### config.mk
export PLATFORM = sky130hd
export DESIGN_NAME = ssd_display_arbiter
export DESIGN_NICKNAME = d
export VERILOG_FILES = /design/src/rtl/ssd_display_arbiter_pkg.sv /design/src/rtl/ssd_display_arbiter_bcd.sv /design/src/rtl/ssd_display_arbiter.sv
export SDC_FILE = /design/constraint.sdc
export NUM_CORES = 1
export LEC_CHECK = 0
export ABC_AREA = 1
export BUFFER_PORTS_ARGS = -buffer_cell sky130_fd_sc_hd__buf_2
export CORE_ASPECT_RATIO = 1.25
export CORE_UTILIZATION = 53
export DETAILED_ROUTE_END_ITERATION = 10
export PLACE_DENSITY = 0.73
export REMOVE_ABC_BUFFERS = 1
export SYNTH_ARGS = -nofsm -noshare
export SYNTH_HDL_FRONTEND = slang
export SYNTH_SLANG_ARGS = --single-unit
### constraint.sdc
create_clock -name clk -period 2.3 [get_ports clk]
set_input_delay 0.575 -clock clk [delete_from_list [all_inputs] [get_ports clk]]
set_output_delay 0.575 -clock clk [all_outputs]
set_load 0.01 [all_outputs]
### src/rtl/ssd_display_arbiter_pkg.sv
// Shared constants, segment table and arbitration helpers for the
// four-digit display arbiter.
package ssd_display_arbiter_pkg;

  localparam int NUM_SRC = 4;
  localparam int SRC_TOD = 0;
  localparam int SRC_ALM = 1;
  localparam int SRC_SW  = 2;
  localparam int SRC_KT  = 3;
  localparam int VAL_W   = 14;
  localparam int VAL_MAX = 9999;
  localparam int BCD_W   = 16;

  localparam logic [6:0] SEG_BLANK = 7'b1111111;

  // {g,f,e,d,c,b,a}, active-low, indexed by decimal digit
  localparam logic [6:0] SEG_TABLE [0:9] = '{
    7'b1000000, 7'b1111001, 7'b0100100, 7'b0110000, 7'b0011001,
    7'b0010010, 7'b0000010, 7'b1111000, 7'b0000000, 7'b0010000
  };

  typedef enum logic [1:0] {
    CONV_IDLE  = 2'd0,
    CONV_SHIFT = 2'd1,
    CONV_DONE  = 2'd2
  } conv_state_t;

  function automatic logic [6:0] seg_code(input logic [3:0] nib);
    logic [6:0] code;
    code = SEG_BLANK;
    if (nib <= 4'd9) code = SEG_TABLE[nib];
    return code;
  endfunction

  function automatic logic [NUM_SRC-1:0] lowest_bit(input logic [NUM_SRC-1:0] x);
    return x & (~x + NUM_SRC'(1));
  endfunction

  // Urgent beats sticky, sticky beats plain lowest-index request.
  function automatic logic [NUM_SRC-1:0] arbitrate(
    input logic [NUM_SRC-1:0] cur,
    input logic [NUM_SRC-1:0] req,
    input logic [NUM_SRC-1:0] urgent
  );
    logic [NUM_SRC-1:0] hot;
    logic [NUM_SRC-1:0] g;
    hot = req & urgent;
    if (hot != '0)              g = lowest_bit(hot);
    else if ((req & cur) != '0) g = cur;
    else                        g = lowest_bit(req);
    return g;
  endfunction

  function automatic logic [VAL_W-1:0] select_src(
    input logic [NUM_SRC-1:0]       g,
    input logic [NUM_SRC*VAL_W-1:0] vals
  );
    logic [VAL_W-1:0] r;
    r = '0;
    for (int i = 0; i < NUM_SRC; i++)
      if (g[i]) r = vals[i*VAL_W +: VAL_W];
    return r;
  endfunction

  function automatic logic [VAL_W-1:0] saturate(input logic [VAL_W-1:0] v);
    return (v > VAL_W'(VAL_MAX)) ? VAL_W'(VAL_MAX) : v;
  endfunction

endpackage

### src/rtl/ssd_display_arbiter_bcd.sv
// Sequential shift-add-3 binary-to-BCD converter, one input bit per cycle.
//   state      | meaning
//   CONV_IDLE  | waiting for start
//   CONV_SHIFT | adjust nibbles >= 5 by +3, then shift left (VAL_W cycles)
//   CONV_DONE  | result valid on bcd_out, done pulses for this cycle
module bcd_converter_seq
  import ssd_display_arbiter_pkg::*;
(
  input  logic             clk,
  input  logic             rst_n,
  input  logic             start,
  input  logic [VAL_W-1:0] bin_in,
  output logic             busy,
  output logic             done,
  output logic [BCD_W-1:0] bcd_out
);

  conv_state_t              state;
  logic [3:0]               bit_cnt;
  logic [VAL_W-1:0]         bin_sr;
  logic [BCD_W-1:0]         bcd_sr;
  logic [BCD_W-1:0]         bcd_adj;
  logic [BCD_W+VAL_W-1:0]   step;

  always_comb begin
    bcd_adj = bcd_sr;
    for (int d = 0; d < 4; d++)
      if (bcd_sr[4*d +: 4] >= 4'd5) bcd_adj[4*d +: 4] = bcd_sr[4*d +: 4] + 4'd3;
    step = {bcd_adj, bin_sr} << 1;
  end

  always_ff @(posedge clk or negedge rst_n) begin
    if (!rst_n) begin
      state   <= CONV_IDLE;
      bit_cnt <= '0;
      bin_sr  <= '0;
      bcd_sr  <= '0;
      bcd_out <= '0;
      busy    <= 1'b0;
      done    <= 1'b0;
    end else begin
      case (state)
        CONV_IDLE: begin
          done <= 1'b0;
          if (start) begin
            bin_sr  <= bin_in;
            bcd_sr  <= '0;
            bit_cnt <= '0;
            busy    <= 1'b1;
            state   <= CONV_SHIFT;
          end
        end
        CONV_SHIFT: begin
          bcd_sr  <= step[VAL_W +: BCD_W];
          bin_sr  <= step[VAL_W-1:0];
          bit_cnt <= bit_cnt + 4'd1;
          if (bit_cnt == 4'(VAL_W - 1)) begin
            bcd_out <= step[VAL_W +: BCD_W];
            done    <= 1'b1;
            state   <= CONV_DONE;
          end
        end
        CONV_DONE: begin
          done  <= 1'b0;
          busy  <= 1'b0;
          state <= CONV_IDLE;
        end
        default: begin
          done  <= 1'b0;
          busy  <= 1'b0;
          state <= CONV_IDLE;
        end
      endcase
    end
  end

endmodule

### src/rtl/ssd_display_arbiter.sv
// Four-digit multiplexed seven-segment display shared by four sources;
// one source is arbitrated per frame and shown, converted, one frame later.
module ssd_display_arbiter
  import ssd_display_arbiter_pkg::*;
#(
  parameter int SCAN_DIV     = 13000,
  parameter int BLINK_FRAMES = 25
) (
  input  logic                       clk,
  input  logic                       rst_n,
  input  logic [NUM_SRC-1:0]         req,
  input  logic [NUM_SRC-1:0]         urgent,
  input  logic [NUM_SRC*VAL_W-1:0]   src_val,
  input  logic                       blink_en,
  output logic [3:0]                 an,
  output logic [6:0]                 seg,
  output logic [NUM_SRC-1:0]         grant,
  output logic                       frame_start
);

  localparam int CNT_W = (SCAN_DIV > 1) ? $clog2(SCAN_DIV) : 1;
  localparam int BLK_W = $clog2(BLINK_FRAMES + 1);

  logic [CNT_W-1:0]   slot_cnt;
  logic [1:0]         digit_idx;
  logic [BLK_W-1:0]   blink_cnt;
  logic               blink_phase;
  logic [VAL_W-1:0]   cap_val;
  logic [BCD_W-1:0]   pend_bcd;
  logic [BCD_W-1:0]   disp_bcd;
  logic               pend_valid;
  logic               disp_valid;

  logic               conv_start;
  logic               conv_busy;
  logic               conv_done;
  logic [BCD_W-1:0]   conv_bcd;

  logic               slot_wrap;
  logic               frame_tick;
  logic               blink_wrap;
  logic               nxt_phase;
  logic               nxt_valid;
  logic               lit;
  logic [1:0]         nxt_idx;
  logic [NUM_SRC-1:0] nxt_grant;
  logic [BCD_W-1:0]   nxt_bcd;
  logic [3:0]         nxt_nib;

  // Outputs are registered from next-state values so an/seg line up with
  // digit_idx and the display register without a one-cycle lag.
  always_comb begin
    slot_wrap  = (slot_cnt == CNT_W'(SCAN_DIV - 1));
    frame_tick = slot_wrap && (digit_idx == 2'd3);
    nxt_idx    = slot_wrap ? digit_idx + 2'd1 : digit_idx;
    nxt_grant  = arbitrate(grant, req, urgent);
    blink_wrap = (blink_cnt == BLK_W'(BLINK_FRAMES - 1));
    nxt_phase  = (frame_tick && blink_wrap) ? ~blink_phase : blink_phase;
    nxt_valid  = frame_tick ? pend_valid : disp_valid;
    nxt_bcd    = frame_tick ? pend_bcd : disp_bcd;
    nxt_nib    = nxt_bcd[{nxt_idx, 2'b00} +: 4];
    lit        = nxt_valid && !(blink_en && nxt_phase);
  end

  assign conv_start = frame_start && (grant != '0) && !conv_busy;

  bcd_converter_seq u_bcd (
    .clk     (clk),
    .rst_n   (rst_n),
    .start   (conv_start),
    .bin_in  (cap_val),
    .busy    (conv_busy),
    .done    (conv_done),
    .bcd_out (conv_bcd)
  );

  always_ff @(posedge clk or negedge rst_n) begin
    if (!rst_n) begin
      slot_cnt    <= '0;
      digit_idx   <= '0;
      blink_cnt   <= '0;
      blink_phase <= 1'b0;
      cap_val     <= '0;
      pend_bcd    <= '0;
      disp_bcd    <= '0;
      pend_valid  <= 1'b0;
      disp_valid  <= 1'b0;
      grant       <= '0;
      frame_start <= 1'b0;
      an          <= 4'hF;
      seg         <= SEG_BLANK;
    end else begin
      slot_cnt    <= slot_wrap ? '0 : slot_cnt + CNT_W'(1);
      digit_idx   <= nxt_idx;
      frame_start <= frame_tick;
      blink_phase <= nxt_phase;
      if (frame_tick) begin
        blink_cnt  <= blink_wrap ? '0 : blink_cnt + BLK_W'(1);
        grant      <= nxt_grant;
        cap_val    <= saturate(select_src(nxt_grant, src_val));
        disp_bcd   <= pend_bcd;
        disp_valid <= pend_valid;
        pend_valid <= 1'b0;
      end else if (conv_done) begin
        pend_bcd   <= conv_bcd;
        pend_valid <= 1'b1;
      end
      an  <= lit ? ~(4'b0001 << nxt_idx) : 4'hF;
      seg <= lit ? seg_code(nxt_nib) : SEG_BLANK;
    end
  end

endmodule

==> metrics.md <==
| Metric | Value |
|---|---|
| Hold-fix buffers, CTS | `0` |
| Synthesized cell area | `0.00709 mm^2` |
| Top Ports | `a little over 80` |
| P&R area growth vs syn | `37.1%` |
| H-tree levels | `4` |
| Crit. End Element | `flop` |
| Status | `finished, violations left` |
| DRT Pass-1 Iters | `4` |
| Fin nets | `approximately 1100` |
| Wire per inst | `about 15 um` |
| Endpoints failing setup | `7` |
| Placeable Area | `roughly 0.013 mm^2` |
| Row Count | `46` |
| HP Class | `input pin to asynchronous set/reset pin` |
| Clock Path Buffers | `2` |
| Worst EP required | `2.65 ns` |
| Instance count of the mapped netlist | `around 850` |
| Die height | `between 100 and 150 um` |
| Max-Slew Margin vs Limit | `0.551` |
| Post-DP HPWL | `~12000 um` |
| Power Total | `~6 mW` |
| Synthesized flop and latch total | `between 100 and 150` |
| Sequential share of the synthesized area | `0.496` |
| Clock Latency Late Sink | `0.42 ns` |
| Unrepaired setup endpoints after global routing | `yes` |
| P per Cell Area | `just over 600 mW/mm^2` |
| Global route total overflow | `0` |
| Final Skew | `~0.0082 ns` |
| Pin count of the biggest net entering global routing | `45` |
| Inserted Diodes | `0` |
| CTS tree | `yes` |
| Antenna viol nets, final | `0` |
| Reg clk slew, reported paths | `approximately 0.06 ns` |
| Slew @ Worst Pin | `~0.67 ns` |
| Final Max Tran Viols | `0` |
| Clk sink count | `140` |
| Initial Utilization | `0.552` |
| GRT Total Usage | `0.268` |
| Failing checks | `negative setup slack` |
| Critical path class | `flop to flop` |
| Clock Tree Root | `clkbuf_16` |
| Share of layout cells above drive strength 1 | `0.333` |
| Most common cell after layout, fill and taps aside | `nand2_1` |
| Most frequent cells in the layout | `194 x nand2_1, 128 x dfrtp_1, 105 x inv_1` |
| Async SR Flop Fraction | `1.00` |
| DRC Markers | `0` |
| Critical Path Source Type | `flop` |
| Post-route design area | `0.00971 mm^2` |
| Vias per cell | `around 5.3` |
| IO buf count | `82` |
| DP Area | `0.00826 mm^2` |
| Leak | `approximately 4.8 nW` |
| DR iter-0 viols | `295` |
| Fmax | `0.378 GHz` |
| Post-synth EDFFs | `0` |
| Main synth FF type | `dfrtp_1` |
| MaxCap Viol Count | `0` |
| Final min period | `around 2.6 ns` |
| Setup ws final | `-0.344 ns` |
| Vias in the first global route | `approximately 6300` |
| Post-layout util | `0.757` |
| Routability Congestion | `between 0.8 and 0.9` |
| Num CTS Buffers | `17` |
| Non-Filler Instances | `1223` |
| First-pass GRT wire length | `29000 um` |
| Final hold vios | `0` |
| Final wirelength | `around 19000 um` |
| Worst vdd ir | `between 400 and 500 uV` |
| Die footprint | `approximately 0.014 mm^2` |
| Post-synthesis average cell area | `8.33 um^2` |
| Critical Path AT | `between 2 and 3 ns` |
| Placed Cells | `~1200` |
| Tcrit/Tclk final | `1.15` |
| Synth cell types | `between 40 and 50` |
| Detailed-route via count | `~6500` |
| Die W | `~110 um` |
| Initial antenna violation count | `0` |
| YS warnings | `0` |
| Worst-path fanout max | `7` |
| Pre-CTS WS | `-0.306 ns` |
## sequential cells by signal, indices dropped and copies added, names as in the netlist
signal         cells
disp_bcd          16
u_bcd.bit_cnt      4
pend_bcd          16
seg                7
an                 4
u_bcd.state        2
digit_idx          2
disp_valid         1
u_bcd.bin_sr      14
frame_start        1
blink_phase        1
u_bcd.bcd_out     16
u_bcd.busy         1
u_bcd.done         1
u_bcd.bcd_sr      16
pend_valid         1
blink_cnt          5
grant              4
slot_cnt          14
cap_val           14
## where the power goes
group / internal [mW] / switching [mW]
clock: 1.85 / 1.07
sequential: 2.49 / 0.0112
combinational: 0.268 / 0.319
total: 4.61 / 1.40
## synthesized netlist by cell type, types with 7 or more instances
cell / count / share of area
a21oi_1: 35 / 0.025
dfrtp_1: 129 / 0.46
nor2_1: 68 / 0.036
xor2_1: 14 / 0.017
inv_1: 110 / 0.058
nand3_1: 35 / 0.025
mux2_2: 8 / 0.013
o21ai_0: 78 / 0.055
ha_1: 19 / 0.034
o22ai_1: 19 / 0.017
dfstp_2: 11 / 0.041
clkbuf_1: 12 / 0.0064
nand2_2: 7 / 0.0062
nand2_1: 222 / 0.12
o211ai_1: 8 / 0.0085
a21oi_2: 9 / 0.011
## worst paths after layout
check                                  startpoint                          end  slack (ns)  cells after the start
min                                         rst_n        slot_cnt[5]$_DFF_PN0_        0.07                      1
max in group asynchronous                   rst_n  u_bcd.bin_sr[7]$_DFFE_PN0P_        1.58                      2
min in group clk           cap_val[5]$_DFFE_PN0N_       cap_val[5]$_DFFE_PN0N_        0.47                      2
max                         slot_cnt[9]$_DFF_PN0_             seg[0]$_DFF_PN1_       -0.34                     18
max reg2reg                 slot_cnt[9]$_DFF_PN0_             seg[0]$_DFF_PN1_       -0.34                     18
min reg2reg                cap_val[5]$_DFFE_PN0N_       cap_val[5]$_DFFE_PN0N_        0.47                      2
## logic make-up after synthesis
family                   after synthesis  synth area share
AND/OR/NAND/NOR                      359             0.215
AO/OA/AOI/OAI                        165             0.139
buffers and inverters                144            0.0833
flip-flops                           140             0.496
adder cells (fa/ha/maj)               19            0.0336
XOR/XNOR                              15            0.0185
multiplexers                           9            0.0141
## critical path, cell delays in order (launching register included)
cell,delay (ns)
dfrtp_1,0.38
inv_1,0.12
nor4_4,0.31
nand2_2,0.12
buf_8,0.17
clkinv_8,0.08
nand2_4,0.05
o21ai_4,0.10
inv_2,0.09
nor2_4,0.17
inv_4,0.07
a21oi_2,0.11
inv_1,0.08
nand3_4,0.09
inv_4,0.06
ha_4,0.17
o21ai_4,0.18
a21oi_4,0.10
o21ai_1,0.09
## metal layers
layer  up-vias  track usage  part of all wire
li1       3123            -                 -
met1      3087        0.303              0.39
met2       212        0.483              0.53
met3        46       0.0561             0.041
met4         0        0.112             0.033
met5         -            0                 0
## layout make-up
class,instances,area [um^2]
Inverter,119,474
Fill cell,860,3120
Clock inverter,13,189
Multi-Input combinational cell,568,3400
Sequential cell,140,3520
Clock buffer,19,443
Timing Repair Buffer,196,1480
Tap cell,168,210
## what timing repair did
item                                   4_1_cts  5_1_grt
resized for setup                           58       75
setup endpoints to repair                   20       40
endpoints found under the hold margin        0        0
pin swaps                                   16       40
cloned                                       3        3
setup buffers                               12       15
## through the flow
| stage | setup TNS [ns] | hold WS [ns] |
|---|---|---|
| 2_1_floorplan | -11.05 | 0.279 |
| 3_3_place_gp | -3.98 | 0.457 |
| 3_5_place_dp | -6.20 | 0.453 |
| 4_1_cts | -1.93 | 0.0806 |
| 5_1_grt | -4.43 | 0.0991 |
| 6_report | -2.26 | 0.0676 |
Power figures use the tool's default switching activity.
